==> src/rtl/eta2_pkg.sv <==
// Shared FSM encodings and configuration helpers for the ETA-II pipelined adder.
package eta2_pkg;

    typedef logic [1:0] state_t;

    localparam state_t StEmpty = 2'd0;
    localparam state_t StFull  = 2'd1;
    localparam state_t StFix   = 2'd2;

    function automatic int unsigned calc_nseg(input int unsigned width, input int unsigned seg);
        return width / seg;
    endfunction

    // Operands must split into whole segments and the window must leave segment 0 outside it.
    function automatic bit cfg_ok(input int unsigned width, input int unsigned seg,
                                  input int unsigned spec_segs);
        return (seg != 0) && (width % seg == 0) && (spec_segs >= 1)
            && (spec_segs + 1 <= width / seg);
    endfunction

endpackage

==> src/rtl/eta_seg_adder.sv <==
// One SEG-bit segment adder with carry-in and carry-out.
module eta_seg_adder #(
    parameter int unsigned SEG = 4
) (
    input  logic [SEG-1:0] a,
    input  logic [SEG-1:0] b,
    input  logic           cin,
    output logic [SEG-1:0] sum,
    output logic           cout
);

    logic [SEG:0] total;

    assign total = {1'b0, a} + {1'b0, b} + {{SEG{1'b0}}, cin};
    assign sum   = total[SEG-1:0];
    assign cout  = total[SEG];

endmodule

==> src/rtl/eta2_pipe_adder.sv <==
// Handshaked ETA-II approximate adder with optional one-cycle exact correction
// and a saturating count of delivered approximate-mode errors.
module eta2_pipe_adder
    import eta2_pkg::*;
#(
    parameter int unsigned WIDTH     = 16,
    parameter int unsigned SEG       = 4,
    parameter int unsigned SPEC_SEGS = 1,
    parameter int unsigned CNT_W     = 16
) (
    input  logic             clk,
    input  logic             rst_n,
    input  logic             in_valid,
    output logic             in_ready,
    input  logic [WIDTH-1:0] in_a,
    input  logic [WIDTH-1:0] in_b,
    input  logic             in_exact,
    output logic             out_valid,
    input  logic             out_ready,
    output logic [WIDTH-1:0] out_sum,
    output logic             out_cout,
    output logic             out_err,
    output logic             out_exact,
    input  logic             clr_cnt,
    output logic [CNT_W-1:0] err_count
);

    localparam int unsigned NSEG = calc_nseg(WIDTH, SEG);

    if (!cfg_ok(WIDTH, SEG, SPEC_SEGS)) begin : g_bad_cfg
        $error("eta2_pipe_adder: illegal WIDTH/SEG/SPEC_SEGS combination");
    end

    state_t           state_q;
    logic [WIDTH-1:0] a_q, b_q, sum_q;
    logic             cout_q, err_q, exact_q;
    logic [CNT_W-1:0] cnt_q;

    logic [WIDTH-1:0] op_a, op_b, s0, s1, true_sum, spec_sum;
    logic [NSEG-1:0]  co0, co1;
    logic [NSEG:0]    true_c, spec_c;
    logic             err, accept, out_xfer;

    // In FIX the adder recomputes the stored operands to produce the true sum.
    assign op_a = (state_q == StFix) ? a_q : in_a;
    assign op_b = (state_q == StFix) ? b_q : in_b;

    // Each segment is summed for both carry-in values; true and speculative paths select.
    for (genvar k = 0; k < NSEG; k++) begin : g_seg
        eta_seg_adder #(.SEG(SEG)) u_add0 (
            .a   (op_a[k*SEG +: SEG]),
            .b   (op_b[k*SEG +: SEG]),
            .cin (1'b0),
            .sum (s0[k*SEG +: SEG]),
            .cout(co0[k])
        );
        eta_seg_adder #(.SEG(SEG)) u_add1 (
            .a   (op_a[k*SEG +: SEG]),
            .b   (op_b[k*SEG +: SEG]),
            .cin (1'b1),
            .sum (s1[k*SEG +: SEG]),
            .cout(co1[k])
        );
        assign true_sum[k*SEG +: SEG] = true_c[k] ? s1[k*SEG +: SEG] : s0[k*SEG +: SEG];
        assign spec_sum[k*SEG +: SEG] = spec_c[k] ? s1[k*SEG +: SEG] : s0[k*SEG +: SEG];
    end

    always_comb begin
        int   lo;
        logic c;
        lo     = 0;
        c      = 1'b0;
        true_c = '0;
        spec_c = '0;
        for (int k = 0; k < int'(NSEG); k++) begin
            true_c[k+1] = true_c[k] ? co1[k] : co0[k];
        end
        // Carry into k (k == NSEG is the carry-out) ripples only through the window below k.
        for (int k = 1; k <= int'(NSEG); k++) begin
            lo = (k > int'(SPEC_SEGS)) ? k - int'(SPEC_SEGS) : 0;
            c  = 1'b0;
            for (int j = 0; j < int'(NSEG); j++) begin
                if (j >= lo && j < k) c = c ? co1[j] : co0[j];
            end
            spec_c[k] = c;
        end
    end

    assign err       = |(spec_c[NSEG:1] ^ true_c[NSEG:1]);
    assign out_valid = (state_q == StFull);
    assign in_ready  = rst_n && ((state_q == StEmpty) || (out_valid && out_ready));
    assign accept    = in_valid && in_ready;
    assign out_xfer  = out_valid && out_ready;

    always_ff @(posedge clk or negedge rst_n) begin
        if (!rst_n) begin
            state_q <= StEmpty;
            a_q     <= '0;
            b_q     <= '0;
            sum_q   <= '0;
            cout_q  <= 1'b0;
            err_q   <= 1'b0;
            exact_q <= 1'b0;
        end else if (state_q == StFix) begin
            state_q <= StFull;
            sum_q   <= true_sum;
            cout_q  <= true_c[NSEG];
            err_q   <= 1'b1;
        end else if (accept) begin
            exact_q <= in_exact;
            if (in_exact && err) begin
                state_q <= StFix;
                a_q     <= in_a;
                b_q     <= in_b;
            end else begin
                state_q <= StFull;
                sum_q   <= spec_sum;
                cout_q  <= spec_c[NSEG];
                err_q   <= err;
            end
        end else if (out_xfer) begin
            state_q <= StEmpty;
        end
    end

    always_ff @(posedge clk or negedge rst_n) begin
        if (!rst_n) begin
            cnt_q <= '0;
        end else if (clr_cnt) begin
            cnt_q <= '0;
        end else if (out_xfer && err_q && !exact_q && cnt_q != {CNT_W{1'b1}}) begin
            cnt_q <= cnt_q + CNT_W'(1);
        end
    end

    assign out_sum   = sum_q;
    assign out_cout  = cout_q;
    assign out_err   = err_q;
    assign out_exact = exact_q;
    assign err_count = cnt_q;

endmodule

==> config.mk <==
export PLATFORM = sky130hd
export DESIGN_NAME = eta2_pipe_adder
export DESIGN_NICKNAME = d
export VERILOG_FILES = /design/src/rtl/eta2_pkg.sv /design/src/rtl/eta_seg_adder.sv /design/src/rtl/eta2_pipe_adder.sv
export SDC_FILE = /design/constraint.sdc
export NUM_CORES = 1
export LEC_CHECK = 0
export ABC_AREA = 0
export CAP_MARGIN = 20
export CORE_UTILIZATION = 53
export CTS_BUF_LIST = sky130_fd_sc_hd__clkbuf_16
export CTS_CLUSTER_SIZE = 8
export DETAILED_ROUTE_END_ITERATION = 7
export GPL_ROUTABILITY_DRIVEN = 0
export GPL_TIMING_DRIVEN = 0
export PLACE_DENSITY = 0.83
export SYNTH_ARGS = -nofsm -noshare
export SYNTH_HDL_FRONTEND = slang
export SYNTH_SLANG_ARGS = --single-unit
==> constraint.sdc <==
create_clock -name clk -period 4.2 [get_ports clk]
set_clock_uncertainty 0.05 [all_clocks]
set_input_delay 1.26 -clock clk [delete_from_list [all_inputs] [get_ports clk]]
set_output_delay 1.26 -clock clk [all_outputs]
set_load 0.05 [all_outputs]
==> results.txt <==
----------------------------------------------------
[Placed design]
  Placed cells ... 612
  Count of input and output buffers ... 73
  Worst setup timing slack at the placement stage ... -711.5 ps
  Detailed Place HPWL ... 7.114 mm

[Yosys]
  Ys flop type ... sky130_fd_sc_hd__dfrtp_1
  Cell area after technology mapping ... 4121 um2
  Yosys reg bits ... 69
  YS warnings ... 0
  Synthesized area per cell ... 9.367 um2
  Total nets after synthesis ... 502
  Unique cell type count in the Yosys netlist ... 43
  Post-synthesis cell count ... 440
  Number of enable flip-flop cells after synthesis ... 0
  Share of synthesized registers carrying an async set or reset ... 100.0%
  Seq/Total Area, Yosys ... 41.89%

[Drt]
  Wire length per cell ... 16.56 um
  First DRT Iteration DRCs ... 315
  Total routed wirelength ... 10.60 mm
  Number of nets with antenna violations after detailed routing ... 0
  Vias/cell ... 5.694
  Drc violations ... 0
  Overall via count from detail_route ... 3644
  Detailed-routing iteration count for the pre-antenna-repair pass ... 5

[CTS]
  Buffer depth of the longest clock path ... 2
  TritonCTS sink count ... 69
  Number of CTS-inserted buffers ... 9
  Hold Buf Count CTS ... 0
  Clock transition at the registers of the reported paths ... 60 ps
  Clock insertion delay at the later pin of the skew report ... 340 ps
  H-tree levels ... 3
  Root buf cell ... sky130_fd_sc_hd__clkbuf_16
  TritonCTS clock tree ... yes

[Timing]
  Number of failing hold endpoints at the final stage ... 0
  PnR worst setup slack ... 94.71 ps
  Final period utilization ... 97.75%
  Post-layout min period ... 4105 ps
  Setup violators final ... 0
  Worst Max-Slew Pin Slew ... 819.4 ps
  Rel. slew slack ... 44.91%
  Final count of pins violating max slew ... 0
  Peak Freq ... 243.6 MHz

[Global routing]
  Overflow after GRT ... 0
  Vias in the first global route ... 3433
  Overall track demand over capacity in global routing ... 25.91%
  First-pass GRT wire length ... 16.64 mm
  Antenna violations before repair ... 0
  Maximum number of pins on one net before global-route repair ... 71

[Power and ir drop]
  P_leak ... 2.624 nW
  Sequential group share of total power ... 38.9%
  Total power density per cell area ... 310.9 nW/um2
  Share of total power consumed by net switching ... 24.75%
  Net switching power of the design ... 0.4237 mW
  Part of the total power dissipated in the clock network ... 46.8%
  Largest vdd supply drop ... 0.2289 mV
  Internal power ... 1.288 mW
  Combinational share of power ... 14.3%

[Worst setup path]
  Maximum fanout along the worst path ... 10
  Crit path top cell by count ... sky130_fd_sc_hd__nand2_1
  Category of the most critical setup path ... flip-flop to flip-flop
  Worst EP required ... 4370 ps
  Capture point of the critical path ... out_sum[13]$_DFFE_PN0P_
  FF-to-FF End ... out_sum[13]$_DFFE_PN0P_
  Type of origin of the critical path ... flip-flop
  Register-to-register setup slack ... 90 ps
  CP arrival ... 4270 ps
  Launching element of the worst setup path ... state_q[1]$_DFFE_PN0P_
  R2R Path Start ... state_q[1]$_DFFE_PN0P_
  CP endpoint kind ... flip-flop
  Master of the slowest instance on the critical path ... sky130_fd_sc_hd__dfrtp_1
  Delay contributed by the slowest stage of the critical path ... 440 ps
  Logic depth of the worst register-to-register path ... 15
  Cell-by-cell trace of the critical path ... nor2b_1, clkbuf_1, clkbuf_2, nand2_1, nand2_1, ha_4, fa_1, ha_2, and2_1, and4_1, o211ai_1, mux2i_4, xnor2_1, mux2i_1, o21ai_1

[Finish]
  Area added between synthesis and finish ... 33.61%
  Ratio of cells with drive above 1 in the final layout ... 17.01%
  Most frequent cells in the layout ... sky130_fd_sc_hd__nand2_1, sky130_fd_sc_hd__dfrtp_1, sky130_fd_sc_hd__clkdlybuf4s50_1
  Number of nets in the final layout ... 598
  Most common cell after layout, fill and taps aside ... sky130_fd_sc_hd__nand2_1
  Total inserted antenna cells ... 0
  Fill cell count ... 494
  Non-Filler Instances ... 640

[Floorplan]
  Total die area ... 8133 um2
  Effective utilization at floorplan ... 55.93%
  Overall die width ... 90.19 um
  Number of standard-cell rows in the floorplan ... 31
  Die outline height ... 90.19 um
  Core ar. ... 7370 um2
  Top-Level Pins ... 75

[Hold path]
  Hold WC Path Type ... flip-flop to flip-flop

[Status]
  Status ... completed

[Job]
  Max Cap Viol ... 0

----------------------------------------------------
-- synthesized netlist by cell type (2+ instances only) --
| library cell | count | area share, % |
|---|---|---|
| sky130_fd_sc_hd__a2111oi_4 | 2 | 1.3 |
| sky130_fd_sc_hd__a211oi_1 | 2 | 0.36 |
| sky130_fd_sc_hd__a21o_1 | 4 | 0.73 |
| sky130_fd_sc_hd__a21oi_1 | 12 | 1.5 |
| sky130_fd_sc_hd__and2_1 | 2 | 0.30 |
| sky130_fd_sc_hd__and3_1 | 3 | 0.46 |
| sky130_fd_sc_hd__and4_1 | 2 | 0.43 |
| sky130_fd_sc_hd__buf_2 | 4 | 0.49 |
| sky130_fd_sc_hd__clkbuf_1 | 10 | 0.91 |
| sky130_fd_sc_hd__dfrtp_1 | 69 | 42 |
| sky130_fd_sc_hd__fa_1 | 4 | 1.9 |
| sky130_fd_sc_hd__ha_1 | 20 | 6.1 |
| sky130_fd_sc_hd__inv_1 | 12 | 1.1 |
| sky130_fd_sc_hd__mux2_2 | 34 | 9.3 |
| sky130_fd_sc_hd__mux2i_1 | 9 | 2.2 |
| sky130_fd_sc_hd__nand2_1 | 126 | 11 |
| sky130_fd_sc_hd__nand2b_1 | 2 | 0.30 |
| sky130_fd_sc_hd__nand3_1 | 9 | 1.1 |
| sky130_fd_sc_hd__nand4_1 | 8 | 1.2 |
| sky130_fd_sc_hd__nor2_1 | 29 | 2.6 |
| sky130_fd_sc_hd__nor2b_1 | 5 | 0.76 |
| sky130_fd_sc_hd__nor3_1 | 6 | 0.73 |
| sky130_fd_sc_hd__o211ai_1 | 2 | 0.36 |
| sky130_fd_sc_hd__o21ai_0 | 12 | 1.5 |
| sky130_fd_sc_hd__o21ai_1 | 4 | 0.49 |
| sky130_fd_sc_hd__o21bai_1 | 2 | 0.36 |
| sky130_fd_sc_hd__o31ai_1 | 2 | 0.36 |
| sky130_fd_sc_hd__or3_1 | 2 | 0.30 |
| sky130_fd_sc_hd__xnor2_1 | 13 | 2.8 |
| sky130_fd_sc_hd__xor2_1 | 16 | 3.4 |
-- worst max-delay path: cells and delay by family (launching register included) --
| family | cells | cell delay, ps |
|---|---|---|
| AO/OA/AOI/OAI | 2 | 470 |
| multiplexers | 2 | 450 |
| flip-flops | 1 | 440 |
| buffers and inverters | 2 | 700 |
| adder cells (fa/ha/maj) | 3 | 800 |
| XOR/XNOR | 1 | 340 |
| AND/OR/NAND/NOR | 5 | 760 |
-- how the worst min path moves through the flow --
stage / startpoint / end / cells after the start
2_1_floorplan: b_q[0]$_DFFE_PN0P_ / b_q[0]$_DFFE_PN0P_ / 1
3_3_place_gp: out_sum[1]$_DFFE_PN0P_ / out_sum[1]$_DFFE_PN0P_ / 2
3_5_place_dp: out_sum[1]$_DFFE_PN0P_ / out_sum[1]$_DFFE_PN0P_ / 2
4_1_cts: out_sum[1]$_DFFE_PN0P_ / out_sum[1]$_DFFE_PN0P_ / 2
5_1_grt: out_sum[13]$_DFFE_PN0P_ / out_sum[13]$_DFFE_PN0P_ / 2
6_report: out_sum[1]$_DFFE_PN0P_ / out_sum[1]$_DFFE_PN0P_ / 2
-- area by class of cell --
class	instances	area [um2]	area share (%)
plain buffers	15	91.34	1.659
clock buffers	9	225.2	4.090
clock inverters	7	90.09	1.636
inverters	12	45.04	0.8180
multi-input cells	344	2371	43.06
flip-flops and latches	69	1727	31.36
well taps	99	123.9	2.249
repair buffers	85	833.3	15.13
-- power by group through the flow --
stage | sequential (mW) | combinational, mW | clock [mW]
final | 0.666 | 0.246 | 0.800
after global routing | 0.665 | 0.263 | 0.839
after CTS | 0.666 | 0.224 | 0.803
after global placement | 0.678 | 0.207 | 0
after floorplan | 0.679 | 0.128 | 0
after detailed placement | 0.678 | 0.217 | 0
-- metal layers --
metal	share of wire, %	global-route usage [%]	vias to the layer above
li1	-	-	1687
met3	5.5	3.469	32
met5	0	0	-
met4	2.5	11.29	0
met2	48	41.41	160
met1	44	35.39	1765
-- repair_timing --
action / in CTS / in global routing
pin swaps: 3 / 10
gates resized for setup: 15 / 29
setup endpoints to repair: 52 / 50
buffers inserted: 5 / 6
endpoints found under the hold margin: 0 / 0
cloned: 1 / 0
-- logic make-up after synthesis --
group / synth area share [%]
fa+ha+maj: 8.015
mux: 11.84
compound gates: 7.863
buf+inv: 2.580
flops: 41.89
xor+xnor: 6.557
simple gates: 21.25
-- registers in the layout, indices dropped and copies added, names as in the netlist --
name,cells
a_q,16
b_q,16
err_count,16
out_sum,16
state_q,2
out_cout,1
out_err,1
out_exact,1
-- through the flow --
stage               hold WS [ps]  util [%]  power (mW)  TNS (ps)  area, um2
finish                     429.2     74.72       1.712         0       5507
global route               447.7     74.72       1.767    -68.65       5507
CTS                        435.2     73.14       1.693         0       5390
detailed placement         423.8     67.49      0.8946    -30980       4974
global placement           411.2     67.52      0.8843   -113740       4976
floorplan                  429.2         -      0.8068         0       4121
(Power assumes the default switching activity.)
==> RTL change: new RTL, config.mk and constraints unchanged <==
Set the parameter `CNT_W` to 12 (it was 16).
--- a/src/rtl/eta2_pipe_adder.sv
+++ b/src/rtl/eta2_pipe_adder.sv
@@ -6,7 +6,7 @@
     parameter int unsigned WIDTH     = 16,
     parameter int unsigned SEG       = 4,
     parameter int unsigned SPEC_SEGS = 1,
-    parameter int unsigned CNT_W     = 16
+    parameter int unsigned CNT_W     = 12
 ) (
     input  logic             clk,
     input  logic             rst_n,
Ports: changed (resized err_count); port bits go from 75 to 71. The function was not compared with the original's and may differ.
==> RTL change against the original RTL <==
Synthesized area grew 1.2%. Sequential cell count decreased by 4. Final cell count decreased by 2.7%. Design area down 0.43%. First-iteration DRC count fell by 9.8%. Setup slack got worse by 0.039 ns. Wire length up 2.7%. Non-clock buffer count shrank 3. Largest cell class unchanged.
Power is not compared: it rests on default switching activity, and its combinational part moved more than twofold at a synthesized area within 25%.
==> RTL change: results (changes against the original RTL) <==
synthesis:
  syn_nets: 491  # was 502
  synth_compound_area_share_pct: 10.83  # was 7.863%
  synth_fa_ha_area_share_pct: 7.918  # was 8.015%
  synthMuxAreaShare_pct: 14.25  # was 11.84%
  yosys-top-cells-count: "nand2_1 (128), dfrtp_1 (65), mux2_4 (29), ha_1 (20), a21oi_1 (18)"  # was nand2_1 (126), dfrtp_1 (69), mux2_2 (34), nor2_1 (29), ha_1 (20)
  netlist-cell-type-count: 45  # was 43
  ys_seq_area_share_pct: 38.99  # was 41.89%
worst_setup_path:
  rrSetupSlack_ns: 0.13  # was 0.09 ns
  endpoint: "a_q[1]$_DFFE_PN0P_"  # was out_sum[13]$_DFFE_PN0P_
  crit_start: "in_a[12]"  # was state_q[1]$_DFFE_PN0P_
placed_design:
  port_buffers: 70  # was 73
  placed_area_um2: 4994  # was 4974 µm²
  dp_hpwl_um: 7185  # was 7114 µm
timing:
  holdWs_ns: 0.4349  # was 0.4292 ns
  relSlewSlack_pct: 60.15  # was 44.91%
final_layout:
  nets: 582  # was 598
  fillCellCount: 512  # was 494
  final_cells: 623  # was 640
grt:
  grt_pass1_vias: 3665  # was 3433
  grt_pass1_wl_um: 16950  # was 16640 µm
detailed_routing:
  dr.pass1.iters: 6  # was 5
  via_per_inst: 5.738  # was 5.694
  drt_iter0_markers: 284  # was 315
clocking:
  ctsResizeCount: 22  # was 15
run_status:
  status: "finished, final reports clean"  # unchanged
hold_path:
  hold_start: "out_sum[3]$_DFFE_PN0P_"  # was out_sum[1]$_DFFE_PN0P_
  min_to: "out_sum[3]$_DFFE_PN0P_"  # was out_sum[1]$_DFFE_PN0P_
[RTL change: cell count changes after synthesis, moves of 3 or more]
cell / unedited run / this run
dfrtp_1: 69 / 65
mux2_2: 34 / 7
nor2_1: 29 / 17
or3_1: 2 / 8
buf_12: 0 / 3
mux2_4: 1 / 29
nand4_1: 8 / 3
buf_2: 4 / 1
xor2_1: 16 / 6
and3_1: 3 / 0
o21ai_0: 12 / 17
o21ai_1: 4 / 1
a21oi_1: 12 / 18
[RTL change: metrics by stage]
stage | setup slack [ns] | util (%)
3_3_place_gp | -2.287 | 67.09
6_report | 0.05578 | 73.62
5_1_grt | -0.003725 | 73.62
3_5_place_dp | -0.7585 | 67.05
2_1_floorplan | 0.1907 | -
4_1_cts | -0.0003175 | 71.67
[RTL change: power by group through the flow]
stage	sequential [mW]	clock, mW	combinational, mW
after floorplan	1.19	0	0.447
after global placement	0.926	0	1.00
after detailed placement	0.937	0	1.02
after CTS	0.931	0.659	1.05
after global routing	0.960	0.687	1.15
final	0.937	0.653	1.08
[RTL change: worst max-delay path: cells and delay by family]
family                   cells  cell delay (ns)
adder cells (fa/ha/maj)      3             1.00
buffers and inverters        2             0.69
AND/OR/NAND/NOR              4             0.68
AO/OA/AOI/OAI                1             0.37
multiplexers                 1             0.31
[RTL change: metal layers]
metal  share of wire (%)  vias to the layer above  global-route usage (%)
li1                    -                     1639                       -
met1                  39                     1725                   31.23
met2                  50                      168                   45.39
met3                 6.9                       43                   5.303
met4                 3.9                        0                   13.04
met5                   0                        -                       0
[RTL change: layout make-up]
cell class	instances	area share (%)
flip-flops and latches	65	29.67
multi-input cells	336	45.53
well taps	99	2.259
plain buffers	15	2.351
clock buffers	9	4.108
clock inverters	6	0.5021
repair buffers	82	14.83
inverters	11	0.7531
